## config.mk

```make
export PLATFORM = sky130hd
export DESIGN_NAME = dsky_relay_decoder
export DESIGN_NICKNAME = d
export VERILOG_FILES = /design/src/rtl/dsky_pkg.sv /design/src/rtl/relay_digit_decode.sv /design/src/rtl/dsky_relay_decoder.sv
export SDC_FILE = /design/constraint.sdc
export NUM_CORES = 1
export LEC_CHECK = 0
export CORE_MARGIN = 1.5
export CORE_UTILIZATION = 40
export DETAILED_ROUTE_END_ITERATION = 16
export RECOVER_POWER = 100
export SKIP_LAST_GASP = 1
export SYNTH_ARGS = -nofsm -noshare
export SYNTH_HDL_FRONTEND = slang
export SYNTH_SLANG_ARGS = --single-unit
```

## constraint.sdc

```tcl
create_clock -name clk -period 3.94 [get_ports clk]
set_input_delay 0.985 -clock clk [delete_from_list [all_inputs] [get_ports clk]]
set_output_delay 0.985 -clock clk [all_outputs]
set_load 0.02 [all_outputs]
```

## src/rtl/dsky_pkg.sv

```systemverilog
// rtl/dsky_pkg.sv - shared constants, relay codes and FSM state type for the DSKY relay decoder
package dsky_pkg;

    // Row addresses carried on RYWD12..16
    localparam logic [3:0] ROW_NONE  = 4'd0;
    localparam logic [3:0] ROW_NOUN  = 4'd9;
    localparam logic [3:0] ROW_VERB  = 4'd10;
    localparam logic [3:0] ROW_PROG  = 4'd11;
    localparam logic [3:0] ROW_LAMPS = 4'd12;

    // 5-bit relay codes for decimal digits
    localparam logic [4:0] RC_BLANK = 5'd0;
    localparam logic [4:0] RC_0     = 5'd21;
    localparam logic [4:0] RC_1     = 5'd3;
    localparam logic [4:0] RC_2     = 5'd25;
    localparam logic [4:0] RC_3     = 5'd27;
    localparam logic [4:0] RC_4     = 5'd15;
    localparam logic [4:0] RC_5     = 5'd30;
    localparam logic [4:0] RC_6     = 5'd28;
    localparam logic [4:0] RC_7     = 5'd19;
    localparam logic [4:0] RC_8     = 5'd29;
    localparam logic [4:0] RC_9     = 5'd31;

    localparam logic [3:0] BCD_BLANK   = 4'hF;
    localparam logic [3:0] BCD_INVALID = 4'hE;

    typedef enum logic [1:0] {
        ST_IDLE,
        ST_COMMIT,
        ST_HOLD
    } state_t;

    // Rows 1..12 exist; row 0 means all relays released, 13..15 are unused.
    function automatic logic row_valid(input logic [3:0] row);
        return (row != ROW_NONE) && (row <= ROW_LAMPS);
    endfunction

endpackage

```

## src/rtl/relay_digit_decode.sv

```systemverilog
// rtl/relay_digit_decode.sv - combinational 5-bit relay code to BCD digit
// Ports: code (in, 5) relay code; bcd (out, 4) digit 0..9, 4'hF blank, 4'hE invalid.
module relay_digit_decode
    import dsky_pkg::*;
(
    input  logic [4:0] code,
    output logic [3:0] bcd
);

    always_comb begin
        bcd = BCD_INVALID;
        case (code)
            RC_BLANK: bcd = BCD_BLANK;
            RC_0:     bcd = 4'd0;
            RC_1:     bcd = 4'd1;
            RC_2:     bcd = 4'd2;
            RC_3:     bcd = 4'd3;
            RC_4:     bcd = 4'd4;
            RC_5:     bcd = 4'd5;
            RC_6:     bcd = 4'd6;
            RC_7:     bcd = 4'd7;
            RC_8:     bcd = 4'd8;
            RC_9:     bcd = 4'd9;
            default:  bcd = BCD_INVALID;
        endcase
    end

endmodule

```

## src/rtl/dsky_relay_decoder.sv

```systemverilog
// rtl/dsky_relay_decoder.sv - DSKY relay-word receiver: sync, settle filter, 12-row store, BCD read port
// Ports: clk, rst (sync active-high); rlyb_in[10:0], rywd_in[3:0] async relay lines;
//        rd_row in, rd_word/rd_flag/rd_dig_a/rd_dig_b registered read data;
//        upd_stb/upd_row commit strobe; row_dirty/dirty_clr per-row change flags.
// Option: DSKY_VNFLSH_EN adds vnflsh_in, blanking noun/verb digits while it is high.
module dsky_relay_decoder
    import dsky_pkg::*;
#(
    parameter int SETTLE_CYCLES = 2048,
    parameter int CNT_W         = 16
) (
    input  logic        clk,
    input  logic        rst,
    input  logic [10:0] rlyb_in,
    input  logic [3:0]  rywd_in,
    input  logic [3:0]  rd_row,
    output logic [10:0] rd_word,
    output logic        rd_flag,
    output logic [3:0]  rd_dig_a,
    output logic [3:0]  rd_dig_b,
    output logic        upd_stb,
    output logic [3:0]  upd_row,
    output logic [11:0] row_dirty,
    input  logic [11:0] dirty_clr
`ifdef DSKY_VNFLSH_EN
    ,
    input  logic        vnflsh_in
`endif
);

    localparam logic [CNT_W-1:0] CNT_LIMIT = CNT_W'(SETTLE_CYCLES - 1);

    logic [14:0] sync1_q, sync1_d, sync2_q, sync2_d;
    logic [CNT_W-1:0] cnt_q, cnt_d;
    state_t      state_q, state_d;
    logic [10:0] pend_word_q, pend_word_d;
    logic [3:0]  upd_row_q, upd_row_d;
    logic [10:0] rows_q [12:1];
    logic [10:0] rows_d [12:1];
    logic [11:0] dirty_q, dirty_d;
    logic [11:0] set_mask;
    logic [10:0] rd_word_q, rd_word_d;
    logic [3:0]  rd_dig_a_q, rd_dig_a_d, rd_dig_b_q, rd_dig_b_d;

    logic [3:0]  w_row;
    logic [10:0] w_word;
    logic        diff;

    assign w_row  = sync2_q[14:11];
    assign w_word = sync2_q[10:0];
    // The newer sample (sync1) differing from w means w is about to change;
    // counting from here makes the window exactly SETTLE_CYCLES samples of w.
    assign diff   = (sync1_q != sync2_q);

    assign sync1_d = {rywd_in, rlyb_in};
    assign sync2_d = sync1_q;

    always_comb begin
        state_d     = state_q;
        pend_word_d = pend_word_q;
        upd_row_d   = upd_row_q;
        rows_d      = rows_q;
        set_mask    = '0;

        if (diff)
            cnt_d = '0;
        else if (cnt_q != CNT_LIMIT)
            cnt_d = cnt_q + 1'b1;
        else
            cnt_d = cnt_q;

        case (state_q)
            ST_IDLE: begin
                // Word is captured here so a change arriving during COMMIT
                // cannot corrupt what gets written.
                if (!diff && (cnt_q == CNT_LIMIT) && row_valid(w_row)) begin
                    state_d     = ST_COMMIT;
                    pend_word_d = w_word;
                    upd_row_d   = w_row;
                end
            end
            ST_COMMIT: begin
                for (int r = 1; r <= 12; r++) begin
                    if (upd_row_q == 4'(r)) begin
                        rows_d[r]     = pend_word_q;
                        set_mask[r-1] = 1'b1;
                    end
                end
                state_d = diff ? ST_IDLE : ST_HOLD;
            end
            ST_HOLD: begin
                if (diff)
                    state_d = ST_IDLE;
            end
            default: state_d = ST_IDLE;
        endcase

        dirty_d = (dirty_q & ~dirty_clr) | set_mask;

        // Reading from rows_d forwards a same-cycle commit to the read port.
        rd_word_d = '0;
        for (int r = 1; r <= 12; r++) begin
            if (rd_row == 4'(r))
                rd_word_d = rows_d[r];
        end
    end

    // Unaddressed rows leave rd_word_d at 0, which decodes to blank digits.
    relay_digit_decode u_dec_a (.code(rd_word_d[9:5]), .bcd(rd_dig_a_d));
    relay_digit_decode u_dec_b (.code(rd_word_d[4:0]), .bcd(rd_dig_b_d));

    always_ff @(posedge clk) begin
        if (rst) begin
            sync1_q     <= '0;
            sync2_q     <= '0;
            cnt_q       <= '0;
            state_q     <= ST_IDLE;
            pend_word_q <= '0;
            upd_row_q   <= '0;
            for (int r = 1; r <= 12; r++)
                rows_q[r] <= '0;
            dirty_q     <= '0;
            rd_word_q   <= '0;
            rd_dig_a_q  <= BCD_BLANK;
            rd_dig_b_q  <= BCD_BLANK;
        end else begin
            sync1_q     <= sync1_d;
            sync2_q     <= sync2_d;
            cnt_q       <= cnt_d;
            state_q     <= state_d;
            pend_word_q <= pend_word_d;
            upd_row_q   <= upd_row_d;
            rows_q      <= rows_d;
            dirty_q     <= dirty_d;
            rd_word_q   <= rd_word_d;
            rd_dig_a_q  <= rd_dig_a_d;
            rd_dig_b_q  <= rd_dig_b_d;
        end
    end

    assign upd_stb   = (state_q == ST_COMMIT);
    assign upd_row   = upd_row_q;
    assign row_dirty = dirty_q;
    assign rd_word   = rd_word_q;
    assign rd_flag   = rd_word_q[10];

`ifdef DSKY_VNFLSH_EN
    logic vn_s1_q, vn_s1_d, vn_s2_q, vn_s2_d;
    logic [3:0] rd_row_q, rd_row_d;
    logic blank_nv;

    assign vn_s1_d  = vnflsh_in;
    assign vn_s2_d  = vn_s1_q;
    assign rd_row_d = rd_row;

    always_ff @(posedge clk) begin
        if (rst) begin
            vn_s1_q  <= 1'b0;
            vn_s2_q  <= 1'b0;
            rd_row_q <= '0;
        end else begin
            vn_s1_q  <= vn_s1_d;
            vn_s2_q  <= vn_s2_d;
            rd_row_q <= rd_row_d;
        end
    end

    assign blank_nv = vn_s2_q && ((rd_row_q == ROW_NOUN) || (rd_row_q == ROW_VERB));
    assign rd_dig_a = blank_nv ? BCD_BLANK : rd_dig_a_q;
    assign rd_dig_b = blank_nv ? BCD_BLANK : rd_dig_b_q;
`else
    assign rd_dig_a = rd_dig_a_q;
    assign rd_dig_b = rd_dig_b_q;
`endif

endmodule

```

# == After elaboration in Yosys (flattened, before gate mapping) ==
# Memory sizes are Yosys's and may differ from the RTL's. A register that Yosys moved wholly into a read port is not among the register bits.
# Index checks and enable logic that the tools add are counted.
# word_totals
register_bits,218
latchBits,0
ramBits,0
romBits,256
in_bits,33
output_inout_bits,37
elab_cells,109
memories,2
# op_classes
n_addsub,1
n_mul,0
div_mod_pow,0
n_lt_le_gt_ge,1
eq_ne,31
shift,0
n_mux,42
n_bitwise,3
n_reduce_logical,9
# memory_table
memory,words,word_bits,rd,rd_clocked_by_memory_dff,write_ports,line,text
(no name shown),32,4,1,1,0,relay_digit_decode.sv:12,case (code)
(no name shown),32,4,1,1,0,relay_digit_decode.sv:12,
# ops
cell,n
$mux W11,24
$mux W132,1
$eq A4 B4 Y1 const B,10
$eq A4 B3 Y1 const B,8
$add A16 B1 Y16 const B,1
$eq A16 B11 Y1 const B,1
$eq A4 B2 Y1 const B,4
$ne A16 B11 Y1 const B,1
$ne A15 B15 Y1,1
$and A12 B12 Y12,1
$mux W1,12
$mux W12,1
$not A12 Y12,1
$or A12 B12 Y12,1
$eq A4 B1 Y1 const B,2
$mux W2,3
$pmux W2 S3,1
$le A4 B4 Y1 const B,1
$ne A2 B2 Y1 const B,2
$reduce_and A2 Y1,2
$reduce_bool A4 Y1,1
$logic_and A1 B1 Y1,3
$eq A2 B1 Y1 const B,1
$eq A2 B2 Y1 const B,1
other kinds (3),3

# == Logic depth before layout (Yosys ltp) ==
# logic_depth
ltp_word,15
mapped_depth,17
mapped_depth_nobuf,14

# == Cells and area by module ==
# From an unflattened synthesis, not the netlist that was laid out.
# unflattened
cells_unflattened,1032
area_unflattened_um2,9655.5
# modules_own_cells
module,instances,cells_per_inst,area_each_um2,seq_area_each_um2
dsky_relay_decoder,1,973,9221.3,4524.3
relay_digit_decode at u_dec_b,1,33,237.7,0.0
relay_digit_decode at u_dec_a,1,26,196.4,0.0

# == Least setup slack after synthesis ==
# OpenSTA, ideal clock, no wires.
# synth_timing
kind,input to register
startpoint,input port rd_row[2]
endpoint,"register rd_dig_a_q[0], in the netlist rd_dig_a[0]"
setup_ns,0.120
arrival_ns,3.366
required_time_ns,3.820
path_slack_ns,0.454
path_stages,10
n_path_buf,2
cell_sequence,buf_2 nand2b_1 clkbuf_1 nor3_1 a22oi_1 and4_1 a221o_1 ha_1 o2111a_1 a211o_1
# synth_between
elab_chain_len,13
elab_cells_between_ends,24
cone_classes,eq/ne: 12; mux: 12
# synth_lines
item,line,text
"start, declared",dsky_relay_decoder.sv:16,"input logic [3:0] rd_row,"
$eq A4 B1 Y1,dsky_relay_decoder.sv:103,if (rd_row == 4'(r))
$mux W11 (11 in a row),dsky_relay_decoder.sv:103,
$mux W11 (*),dsky_relay_decoder.sv:103,
via rd_word_d[5],dsky_relay_decoder.sv:42,"logic [10:0] rd_word_q, rd_word_d;"
"end, declared",dsky_relay_decoder.sv:43,"logic [3:0] rd_dig_a_q, rd_dig_a_d, rd_dig_b_q, rd_dig_b_d;"
# The timed path passes the listed nets; every way through them passes the cells marked *.
# A chain may end at the register's enable or synchronous reset.

# == Worst setup path in the final report ==
# layout_timing
startpoint,"register upd_row_q[2], in the netlist upd_row[2]"
endpoint,"register rd_dig_b_q[2], in the netlist rd_dig_b[2]"
# layout_between
elab_chain_len,15
elab_cells_between_ends,37
cone_classes,eq/ne: 12; mux: 25
# layout_lines
item,line,text
"start, declared",dsky_relay_decoder.sv:37,"logic [3:0] upd_row_q, upd_row_d;"
"start signal, assigned",dsky_relay_decoder.sv:132,upd_row_q <= upd_row_d;
$eq A4 B1 Y1,dsky_relay_decoder.sv:84,if (upd_row_q == 4'(r)) begin
$mux W11,dsky_relay_decoder.sv:84,
$mux W132 (*),dsky_relay_decoder.sv:72,case (state_q)
$mux W11 (11 in a row),dsky_relay_decoder.sv:103,
$mux W11 (*),dsky_relay_decoder.sv:103,
"end, declared",dsky_relay_decoder.sv:43,
# Mark *: on every way between the ends. The rest lies on a longest branch, timed or not.

==> results.json <==
{
  "synth_top_family_by_area": "simple AND/OR/NAND/NOR gates",
  "first_pass_iters": 6,
  "cts_tree": "yes",
  "grt_start_max_net_pins": 202,
  "ys_ff_latch": 226,
  "syn-cell-area_um2": 9880,
  "synthArstFlopShare_pct": 0,
  "min_path_cells": 2,
  "finalMaxSlewViolations": 0,
  "setup_violations": 0,
  "tns_ns": 0,
  "power_mw": 5.19,
  "cp-end-kind": "flip-flop",
  "dp_hpwl_um": 18400,
  "drive_above_1_share_pct": 11.1,
  "synth_nets": 1102,
  "critPathRequiredTime_ns": 4.34,
  "worst_pin_slew_ns": 1.07,
  "start_util_pct": 40.7,
  "die_h_um": 160,
  "hold_viol_final": 0,
  "cts_resized": 0,
  "synth_compound_area_share_pct": 10.9,
  "fin_ws_ns": 0.205,
  "rsz0062_at_grt": "false",
  "portBuffers": 69,
  "fin_crit_sh_pct": 94.8,
  "hold_buffers": 0,
  "skew_ns": 0.00759,
  "diodes": 0,
  "drtIter0Drc": 569,
  "synth-simple-area-share_pct": 20.3,
  "drc": 0,
  "gp_congestion": 0.923,
  "min_path_type": "reg2reg",
  "ant_nets": 0,
  "pre_cts_ws_ns": -0.0899,
  "dominantRegCellSynth": "dfxtp_1",
  "yosys.area_share.xor_xnor_pct": 2.93,
  "antenna_found_initial": 0,
  "ys_warn_count": 0,
  "power_density_nw_per_um2": 429,
  "fin_crit_ns": 3.74,
  "area_delta_synth_final_pct": 22.2,
  "fmax_ghz": 0.268,
  "startpoint_type": "flip-flop",
  "synth.distinct_cells": 79,
  "wl_um": 26600,
  "r2r_cells": 11,
  "insertion_delay_ns": 0.52,
  "die_x_um": 160,
  "timing_worst_setup_path_type": "reg2reg",
  "nets": 1213,
  "rows": 57,
  "ir_drop_mv": 0.314,
  "die_area_um2": 25600,
  "p_leak_nw": 5.24,
  "cts_buffers": 25,
  "ys_seq_area_share_pct": 45.8,
  "vias": 7935,
  "whs_ns": 0.455,
  "timing.max_cap.violations": 0,
  "grt_util_all_layers_pct": 20.7,
  "core_area_um2": 24200,
  "synth_fa_ha_area_share_pct": 1.39,
  "h-tree-depth": 1,
  "nFillCells": 2361,
  "cp.arrival_ns": 4.13,
  "utilization_pct": 49.8,
  "status": "complete, no violations",
  "first_global_vias": 7702,
  "viasPerCell": 5.25,
  "post-cts-setup-buffer-count": 0,
  "syn_area_per_cell_um2": 9.34,
  "ios": 70,
  "max-clock-path-buffers": 3,
  "synth_edf_count": 0,
  "clk_pin_slew_worst_paths_ns": 0.06,
  "clock-root-buffer": "clkbuf_16",
  "synth_cells": 1058,
  "grt_pass1_wl_um": 42400,
  "cp_max_fo": 13,
  "cts.sinks": 226,
  "muxShareOfSynthArea_pct": 14.3,
  "wire_per_inst_um": 17.6,
  "relSlewSlack_pct": 28.5,
  "gr-total-overflow": 0
}
==> cell usage in the layout, fill, tap and decap left out, types with 4 or more instances in the layout <==
master,Yosys,routed
a21oi_1,39,41
buf_4,8,76
ha_1,11,11
nor4_1,8,9
o21ai_1,4,4
nor2b_1,36,36
or3_1,4,4
clkdlybuf4s50_1,0,31
nor2_1,190,191
clkbuf_16,0,25
a221o_1,4,4
o21ai_0,16,17
a22oi_1,5,5
nand2b_1,15,15
a221oi_1,7,7
xor2_1,21,21
bufinv_16,0,6
a211oi_1,9,10
o22ai_1,23,23
nand4_1,6,7
a21o_1,4,4
inv_1,14,14
o211ai_1,4,4
mux2i_1,130,131
and3_1,11,11
and2_1,8,6
o221ai_1,5,5
dfxtp_1,226,226
nor3_1,8,10
mux2_1,5,7
xnor2_1,12,12
dlygate4sd3_1,0,37
a31oi_1,5,5
nand2_1,54,55
clkbuf_1,42,13
nand3_1,27,27
==> cells by family (layout without fill, tap and decap cells) <==
kind of cell	after synthesis	in the layout
and+or+nand+nor	404	404
DFF	226	226
AOI/OAI and AO/OA	156	156
muxes	139	139
buffers and inverters	89	217
xor gates and xnor gates	33	33
adders and majority gates	11	11
==> final cells by class <==
class / count / area [um^2] / share of cell area, %
tap: 324 / 405 / 3.36
clock buffer: 32 / 682 / 5.65
clock inverter: 12 / 220 / 1.82
multi-input combinational: 743 / 4850 / 40.1
inverter: 16 / 60.1 / 0.497
sequential: 226 / 4520 / 37.5
timing repair buffer: 157 / 1340 / 11.1
==> layer usage <==
| metal | part of all wire, % | up-vias | track usage [%] |
|---|---|---|---|
| met5 | 0 | - | 0 |
| met4 | 2.9 | 0 | 7.26 |
| met3 | 5.7 | 54 | 3.32 |
| met2 | 45 | 214 | 32.3 |
| met1 | 47 | 3764 | 28.8 |
| li1 | - | 3903 | - |
==> worst max-delay path, stage by stage, from the launching register on <==
cell and delay (ns):
dfxtp_1 0.58, and4bb_2 0.44, and3_1 0.44, clkbuf_1 0.37, mux2i_1 0.28, o22ai_1 0.13, or2_0 0.23, a211oi_1 0.42
buf_12 0.20, nand3_1 0.09, clkbuf_4 0.14, a211o_1 0.29
==> state kept, by name, summed over array words and instances (netlist names), 11 cells and up <==
register and count:
rows_q 132, cnt_q 16, sync1_q 15, sync2_q 15
row_dirty 12, pend_word_q 11, rd_word 11
==> Yosys cell counts (all sizes together) (14+ instances only) <==
cell	count	area, um^2
nor2	191	719
mux2i	131	1320
a21oi	42	229
dfxtp	226	4520
nand2b	15	93.8
nor2b	36	225
o21ai	21	109
o22ai	23	144
inv	14	52.6
nand3	27	135
buf	31	221
xor2	21	184
nand2	55	214
clkbuf	42	158
==> power by group <==
group          total, mW  switching, mW  internal (mW)
logic              0.329          0.179          0.149
clock network       2.53          0.923           1.61
registers           2.32         0.0125           2.31
==> worst paths after layout <==
check | slack, ns | from | end
hold / removal | 0.45 | rows_q[24] | rows_q[24]
setup / recovery | 0.20 | upd_row[2] | rd_dig_b[2]
hold reg to reg | 0.45 | rows_q[24] | rows_q[24]
setup reg to reg | 0.20 | upd_row[2] | rd_dig_b[2]
==> through the flow <==
step	instances	instance area, um^2
2_1_floorplan	1058	9880
3_3_place_gp	1466	11300
3_5_place_dp	1466	11300
4_1_cts	1510	12200
5_1_grt	1510	12100
6_report	1510	12100
(Power assumes the default switching activity.)
==> patch: new RTL, same settings <==
The parameter `CNT_W` goes from 16 to 24.
--- a/src/rtl/dsky_relay_decoder.sv
+++ b/src/rtl/dsky_relay_decoder.sv
@@ -9,3 +9,3 @@
     parameter int SETTLE_CYCLES = 2048,
-    parameter int CNT_W         = 16
+    parameter int CNT_W         = 24
 ) (
Function: same outputs for any inputs over 10 cycles, from zero or initial values and one cycle with rst high; that may be too few to reach the edited logic, so the function may still have changed.
==> patch against the unedited design <==
- register-to-register slack improved by 60 ps
- setup slack got worse by 49 ps
- via count up 11%
- sequential power is 3% higher
- sequential cell count is 8 higher
- routed wire length is 15% higher
- final cell count grew 7.7%
- the run now ends with capacitance limit, slew limit left
- design area rose by 6.0%
- die area up 4.3%
- critical path type is now primary input to flop
- non-clock buffer count rose by 17
- power increased by 5.9%
- synthesized area increased by 4.4%
- hold slack hardly changed
==> patch: results <==
clock_tree:
  clk_latency_ps: 550
  cts.clk_slew.worst_paths_ps: 60
placement:
  gp_congestion: 0.947
  place_ws_ps: -111
  dp_hpwl_um: 21100
  io_buffers: 69
  placed_cell_area_sq_mm: 0.0119
global_route:
  grt_max_degree: 104
  grt_pass1_vias: 8254
  track_usage_pct: 23.0
  grt_pass1_wl_um: 47500
setup_path:
  arrival_ps: 4180
  cp_slowest_stage_delay_ps: 630
route:
  via_per_inst: 5.43
  drt-pass1-iter-count: 5
  drt_iter0_markers: 668
  wirelength_um: 30700
pwr:
  peakVddDrop_v: 0.000296
  power.leakage_nw: 5.28
  internal_power_mw: 4.24
sta:
  drv_slew: 104
  skew_ps: 8.87
  tightestPinTransition_ps: 2060
flow_run:
  maxCapViolCount: 1
final_layout:
  fin_nets: 1322
  drive_above_1_share_pct: 13.6
  top_regs: "rows_q x132, cnt_q x24"
synthesis:
  synthDistinctLibCells: 77
  synth_ff_type: "dfxtp_1"
  synth.area.top_cells: "dfxtp_1 (45%), mux2i_1 (9.6%), nor2_1 (5.6%)"
status:
  violations: "capacitance limit, slew limit"
  status: "finished, violations left"
[patch: layer usage]
layer	wire (um)	vias up	GRT usage, %
li1	-	4284	-
met1	14400	4240	32.3
met2	13900	255	37.0
met3	1600	63	2.74
met4	853	0	6.61
met5	0	-	0
[patch: layout make-up]
type,instances,area [sq um]
Fill cell,2476,12500
Clock buffer,31,711
Clock inverter,17,265
Sequential cell,234,4680
Inverter,14,52.6
Multi-Input combinational cell,827,5210
Tap cell,330,413
Timing Repair Buffer,174,1460
[patch: logic make-up after synthesis]
group / after synthesis / share of synthesized area (%)
AOI/OAI and AO/OA: 231 / 14.2
and+or+nand+nor: 440 / 21.2
adders and majority gates: 11 / 1.33
muxes: 110 / 10.8
buffers and inverters: 95 / 4.09
DFF: 234 / 45.4
xor gates and xnor gates: 35 / 2.97
[patch: per-stage QoR]
step	instances	power, mW	utilization, %
final	1627	5.49	50.7
after global routing	1627	5.67	50.7
after floorplan	1156	2.65	-
after detailed placement	1579	2.81	46.9
after global placement	1579	2.81	46.9
after CTS	1627	5.55	50.8
[patch: path summary, 6_finish.rpt]
check	slack [ps]	cells past startpoint	to	from
worst max-delay path	160	14	rd_dig_a[1]	rd_row[1]
worst min-delay path	460	2	rows_q[41]	rows_q[41]
worst max register to register	260	14	rd_dig_b[3]	upd_row[3]
worst min register to register	460	2	rows_q[41]	rows_q[41]
[patch: worst max-delay path, delay by kind of cell]
family	cells	cell delay [ps]
buffers and inverters	5	1420
AO/OA/AOI/OAI	4	1030
AND/OR/NAND/NOR	4	610
XOR/XNOR	1	130
[patch: power groups by stage]
stage | clock [mW] | combinational (mW) | sequential (mW)
after floorplan | 0 | 0.179 | 2.47
after global routing | 2.89 | 0.378 | 2.41
after global placement | 0 | 0.353 | 2.46
after detailed placement | 0 | 0.354 | 2.46
after CTS | 2.78 | 0.355 | 2.41
final | 2.74 | 0.348 | 2.40
